==> config.mk <==
export PLATFORM = sky130hd
export DESIGN_NAME = uart_rx
export DESIGN_NICKNAME = d
export VERILOG_FILES = /design/src/rtl/uart_rx.sv
export SDC_FILE = /design/constraint.sdc
export NUM_CORES = 1
export LEC_CHECK = 0
export CORE_ASPECT_RATIO = 0.7
export CORE_MARGIN = 3
export CORE_UTILIZATION = 61
export DETAILED_ROUTE_END_ITERATION = 16
export HOLD_SLACK_MARGIN = 0.08
export PLACE_DENSITY = 0.83
export SLEW_MARGIN = 25
export SYNTH_ARGS = -nofsm -noshare
export SYNTH_HDL_FRONTEND = slang
export SYNTH_SLANG_ARGS = --single-unit
==> constraint.sdc <==
create_clock -name clock -period 5.3 [get_ports clock]
set_clock_uncertainty 0.15 [all_clocks]
set_input_delay 1.06 -clock clock [delete_from_list [all_inputs] [get_ports clock]]
set_output_delay 1.06 -clock clock [all_outputs]
set_load 0.01 [all_outputs]
==> src/rtl/uart_rx.sv <==
`default_nettype none
//------------------------------------------------------------------------------
// Module   : uart_rx
// Purpose  : 8N1 UART receiver with a valid/ready byte output, start-glitch
//            rejection, framing and overrun detection. Optional even parity
//            is enabled by defining UART_RX_PARITY_EN.
// Revision : 1.0 - initial release
//------------------------------------------------------------------------------
module uart_rx #(
  parameter int CLKS_PER_BIT = 5001,
  parameter int HALF_BIT     = CLKS_PER_BIT / 2
) (
  input  logic       clock,
  input  logic       reset,
  input  logic       rx,
  output logic [7:0] data,
  output logic       data_valid,
  input  logic       data_ready,
  output logic       framing_err,
  output logic       overrun,
  output logic       parity_err
);

  localparam int CW = (CLKS_PER_BIT > 1) ? $clog2(CLKS_PER_BIT) : 1;
  localparam logic [CW-1:0] c_BIT_LAST  = CW'(CLKS_PER_BIT - 1);
  localparam logic [CW-1:0] c_HALF_LAST = CW'(HALF_BIT - 1);

  typedef enum logic [2:0] {
    S_IDLE      = 3'd0,
    S_START     = 3'd1,
    S_DATA      = 3'd2,
    S_PARITY    = 3'd3,
    S_STOP      = 3'd4,
    S_WAIT_HIGH = 3'd5
  } state_t;

  state_t          r_state;
  logic            r_s1;
  logic            r_s2;
  logic [CW-1:0]   r_cnt;
  logic [2:0]      r_bit_idx;
  logic [7:0]      r_shift;

  logic w_bit_done;
  logic w_half_done;
  logic w_accept;
  logic w_par_ok;

  assign w_bit_done  = (r_cnt == c_BIT_LAST);
  assign w_half_done = (r_cnt == c_HALF_LAST);
  assign w_accept    = data_valid & data_ready;

`ifdef UART_RX_PARITY_EN
  logic r_par;
  logic r_parity_err;
  // Even parity: data bits together with the parity bit must XOR to zero.
  assign w_par_ok   = ~(^{r_shift, r_par});
  assign parity_err = r_parity_err;
`else
  assign w_par_ok   = 1'b1;
  assign parity_err = 1'b0;
`endif

  always_ff @(posedge clock) begin
    if (reset) begin
      r_state     <= S_IDLE;
      r_s1        <= 1'b1;
      r_s2        <= 1'b1;
      r_cnt       <= '0;
      r_bit_idx   <= '0;
      r_shift     <= '0;
      data        <= '0;
      data_valid  <= 1'b0;
      framing_err <= 1'b0;
      overrun     <= 1'b0;
`ifdef UART_RX_PARITY_EN
      r_par        <= 1'b0;
      r_parity_err <= 1'b0;
`endif
    end else begin
      r_s1        <= rx;
      r_s2        <= r_s1;
      framing_err <= 1'b0;
      overrun     <= 1'b0;
`ifdef UART_RX_PARITY_EN
      r_parity_err <= 1'b0;
`endif
      if (w_accept) begin
        data_valid <= 1'b0;
      end

      case (r_state)
        S_IDLE: begin
          r_cnt <= '0;
          if (!r_s2) begin
            r_state <= S_START;
          end
        end

        S_START: begin
          if (w_half_done) begin
            r_cnt     <= '0;
            r_bit_idx <= '0;
            // Line back high at mid-start means a glitch, not a frame.
            r_state   <= r_s2 ? S_IDLE : S_DATA;
          end else begin
            r_cnt <= r_cnt + CW'(1);
          end
        end

        S_DATA: begin
          if (w_bit_done) begin
            r_cnt              <= '0;
            r_shift[r_bit_idx] <= r_s2;
            if (r_bit_idx == 3'd7) begin
`ifdef UART_RX_PARITY_EN
              r_state <= S_PARITY;
`else
              r_state <= S_STOP;
`endif
            end else begin
              r_bit_idx <= r_bit_idx + 3'd1;
            end
          end else begin
            r_cnt <= r_cnt + CW'(1);
          end
        end

`ifdef UART_RX_PARITY_EN
        S_PARITY: begin
          if (w_bit_done) begin
            r_cnt   <= '0;
            r_par   <= r_s2;
            r_state <= S_STOP;
          end else begin
            r_cnt <= r_cnt + CW'(1);
          end
        end
`endif

        S_STOP: begin
          if (w_bit_done) begin
            r_cnt <= '0;
            if (!r_s2) begin
              framing_err <= 1'b1;
              r_state     <= S_WAIT_HIGH;
            end else begin
              // Returning to IDLE at mid-stop lets a back-to-back start be caught.
              r_state <= S_IDLE;
              if (!w_par_ok) begin
`ifdef UART_RX_PARITY_EN
                r_parity_err <= 1'b1;
`endif
              end else if (!data_valid || w_accept) begin
                data       <= r_shift;
                data_valid <= 1'b1;
              end else begin
                overrun <= 1'b1;
              end
            end
          end else begin
            r_cnt <= r_cnt + CW'(1);
          end
        end

        S_WAIT_HIGH: begin
          r_cnt <= '0;
          if (r_s2) begin
            r_state <= S_IDLE;
          end
        end

        default: begin
          r_cnt   <= '0;
          r_state <= S_IDLE;
        end
      endcase
    end
  end

endmodule
`default_nettype wire

==> impl_summary.log <==
INFO  metric cp-start-kind = flip-flop
INFO  metric cts.path.max_buffers = 2
INFO  metric drc = 0
INFO  metric maxSlewViolCount = 0
INFO  metric vias_per_cell = 6.34
INFO  metric leak_pwr = 0.704 nW
INFO  metric synthToLayoutAreaGrowth = 14.5%
INFO  metric worstSetupEndpointType = flip-flop
INFO  metric synth-edff-count = 0
INFO  metric synthArstFlopShare = 0
INFO  metric yosys_warnings = 0
INFO  metric ys_ff_latch = 40
INFO  metric crit_arrival = 2720 ps
INFO  metric n_antenna_cell = 0
INFO  metric dieArea = 0.00389 mm2
INFO  metric setup-violations-final = 0
INFO  metric cp_max_fo = 18
INFO  metric synth_sequential_area_ratio = 0.415
INFO  metric reg2reg_from = r_cnt[2]
INFO  metric layout.cells.most_common_list = sky130_fd_sc_hd__dfxtp_1 (40), sky130_fd_sc_hd__nand3_1 (19), sky130_fd_sc_hd__a21oi_1 (16)
INFO  metric fmax = 367 MHz
INFO  metric ctsResizeCount = 0
INFO  metric cts_buffers = 5
INFO  metric final_core_util = 0.761
INFO  metric pwr_density_cell = 340 mW/mm2
INFO  metric design_area = 0.00221 mm2
INFO  metric share_of_layout_cells_above_drive_strength_1 = 0.111
INFO  metric cts.htree.levels = 2
INFO  metric globalRouteOverflowTotal = 0
INFO  metric initialDrtViolationCount = 172
INFO  metric floorplan.core_area = 0.00290 mm2
INFO  metric antenna_found_initial = 0
INFO  metric clk_pin_slew_worst_paths = 70 ps
INFO  metric tritoncts = done
INFO  metric critical_path.cell_chain = or4_4 -> or3_1 -> a21oi_2 -> a211oi_1
INFO  metric largest_net_degree_at_the_start_of_global_routing = 35
INFO  metric numClockSinks = 40
INFO  metric critical_path.max_stage_delay = 660 ps
INFO  metric timing.critical_path.required = 5290 ps
INFO  metric report.final.hold_viol_count = 0
INFO  metric postCtsSetupRepairBufs = 0
INFO  metric routability_cong = 0.806
INFO  metric post_synth_num_cell_types = 44
INFO  metric clk_root_buffer_cell = sky130_fd_sc_hd__clkbuf_8
INFO  metric worst_pin_slew = 772 ps
INFO  metric first_global_vias = 1500
INFO  metric synth_fp_nets = 227
INFO  metric hold_path_startpoint = r_s1
INFO  metric synthesis.area = 0.00193 mm2
INFO  metric pin_count = 16
INFO  metric core.rowCount = 16
INFO  metric firstDrtPassIters = 4
INFO  metric insertion_delay = 300 ps
INFO  metric dpl_cell_area = 0.00205 mm2
INFO  metric max-cap-violations = 0
INFO  metric rsz0062_at_grt = no
INFO  metric worstHoldPathCells = 1
INFO  metric finalNetCount = 232
INFO  metric drt_wl_total = 4360 um
INFO  metric synth_cells = 219
INFO  metric fp.dieW = 73.2 um
INFO  metric globalRouteTotalUtil = 0.248
INFO  metric ir_worst_vdd = 0.000184 V
INFO  metric worstRegToRegCells = 4
INFO  metric die_h = 53.1 um
INFO  metric final_common_cell = sky130_fd_sc_hd__dfxtp_1
INFO  metric timing.final.crit_share = 0.514
INFO  metric run_status = finished clean
INFO  metric type_of_the_most_critical_hold_path = flip-flop to flip-flop
INFO  metric hold_buf_cts = 0
INFO  metric initial_core_util = 0.665
INFO  metric finalSetupTns = 0 ps
INFO  metric place_hpwl = 2900 um
INFO  metric drtAntennaViolNets = 0
INFO  metric placement.io_buffers = 14
INFO  metric layout_min_cycle_time = 2720 ps
INFO  metric setup.worst_path.class = flip-flop to flip-flop
INFO  metric hold-path-endpoint = r_s2
INFO  metric grt_pass1_wl = 7210 um
INFO  metric synthesis.area_per_instance = 8.82 um2
INFO  metric route.detailed.wl_per_inst = 16.7 um
INFO  metric slowest_library_cell_on_the_worst_path = sky130_fd_sc_hd__or3_1
INFO  metric worst_r2r_end = r_cnt[11]
INFO  metric synth_flop_cell = sky130_fd_sc_hd__dfxtp_1
INFO  metric slew_headroom = 0.483
INFO  metric vias = 1656
INFO  metric reg2reg_setup_slack = 2580 ps
==> how the worst max path moves through the flow <==
stage,start,end,slack [ps],cells past startpoint
after floorplan,r_cnt[5],r_bit_idx[0],2980,6
after global placement,reset,r_cnt[9],2330,3
after detailed placement,reset,r_cnt[11],2160,3
after CTS,r_cnt[2],r_cnt[11],2310,4
after global routing,r_cnt[2],r_cnt[11],2460,4
final,r_cnt[2],r_cnt[11],2580,4
==> sequential cells by signal, summed over array words and instances (netlist names) <==
signal / cells
r_cnt: 13
data_valid: 1
r_shift: 8
r_s1: 1
r_s2: 1
overrun: 1
data: 8
r_bit_idx: 3
r_state: 3
framing_err: 1
==> synth_stat cells (all sizes together), types with 5 or more instances <==
master  instances  area share
nor3           15       0.039
nand4           7       0.023
nand3          19       0.049
dfxtp          40        0.41
nor3b           5       0.019
buf             5       0.017
o21ai          15       0.039
xor2            6       0.027
nand2b          5       0.016
a21oi          17       0.044
clkbuf         11       0.021
nand2           7       0.014
==> report_power, final <==
part / internal [mW] / switching [mW] / leakage (nW)
Sequential: 0.305 / 0.0105 / 0.323
Combinational: 0.0384 / 0.0547 / 0.303
Clock: 0.235 / 0.106 / 0.0784
Total: 0.579 / 0.171 / 0.704
==> metal layers <==
layer  global-route usage  wire (um)  part of all wire  vias to the layer above
met5                    0          0                 0                        -
met1                0.328       2100              0.48                      780
met2                0.386       1980              0.45                       57
li1                     -          -                 -                      812
met4               0.0859         53             0.012                        0
met3               0.0683        223             0.051                        7
==> critical path, delay by kind of cell, from the launching register on <==
kind | cells | cell delay, ps
flip-flops | 1 | 380
AND/OR/NAND/NOR | 2 | 1240
AO/OA/AOI/OAI | 2 | 800
==> logic make-up after synthesis <==
family	synth area share
other cells	0.00194
fa+ha+maj	0.0259
simple gates	0.288
xor+xnor	0.0408
mux	0.0369
flops	0.415
compound gates	0.147
buf+inv	0.0441
==> final cells by class <==
type / instances / area [um2]
Multi-Input combinational cell: 160 / 1060
Tap cell: 36 / 45.0
Sequential cell: 40 / 801
Clock inverter: 3 / 90.1
Clock buffer: 5 / 68.8
Fill cell: 208 / 693
Timing Repair Buffer: 14 / 135
Inverter: 3 / 11.3
==> through the flow <==
| step | setup slack [ps] | hold slack, ps | cells | total power [mW] |
|---|---|---|---|---|
| detailed placement | 2160 | 257 | 253 | 0.410 |
| global route | 2460 | 285 | 261 | 0.773 |
| CTS | 2310 | 278 | 261 | 0.750 |
| global placement | 2330 | 251 | 253 | 0.406 |
| floorplan | 2980 | 239 | 219 | 0.395 |
| finish | 2580 | 272 | 261 | 0.750 |
No activity file was read; power rests on OpenSTA's default activity.
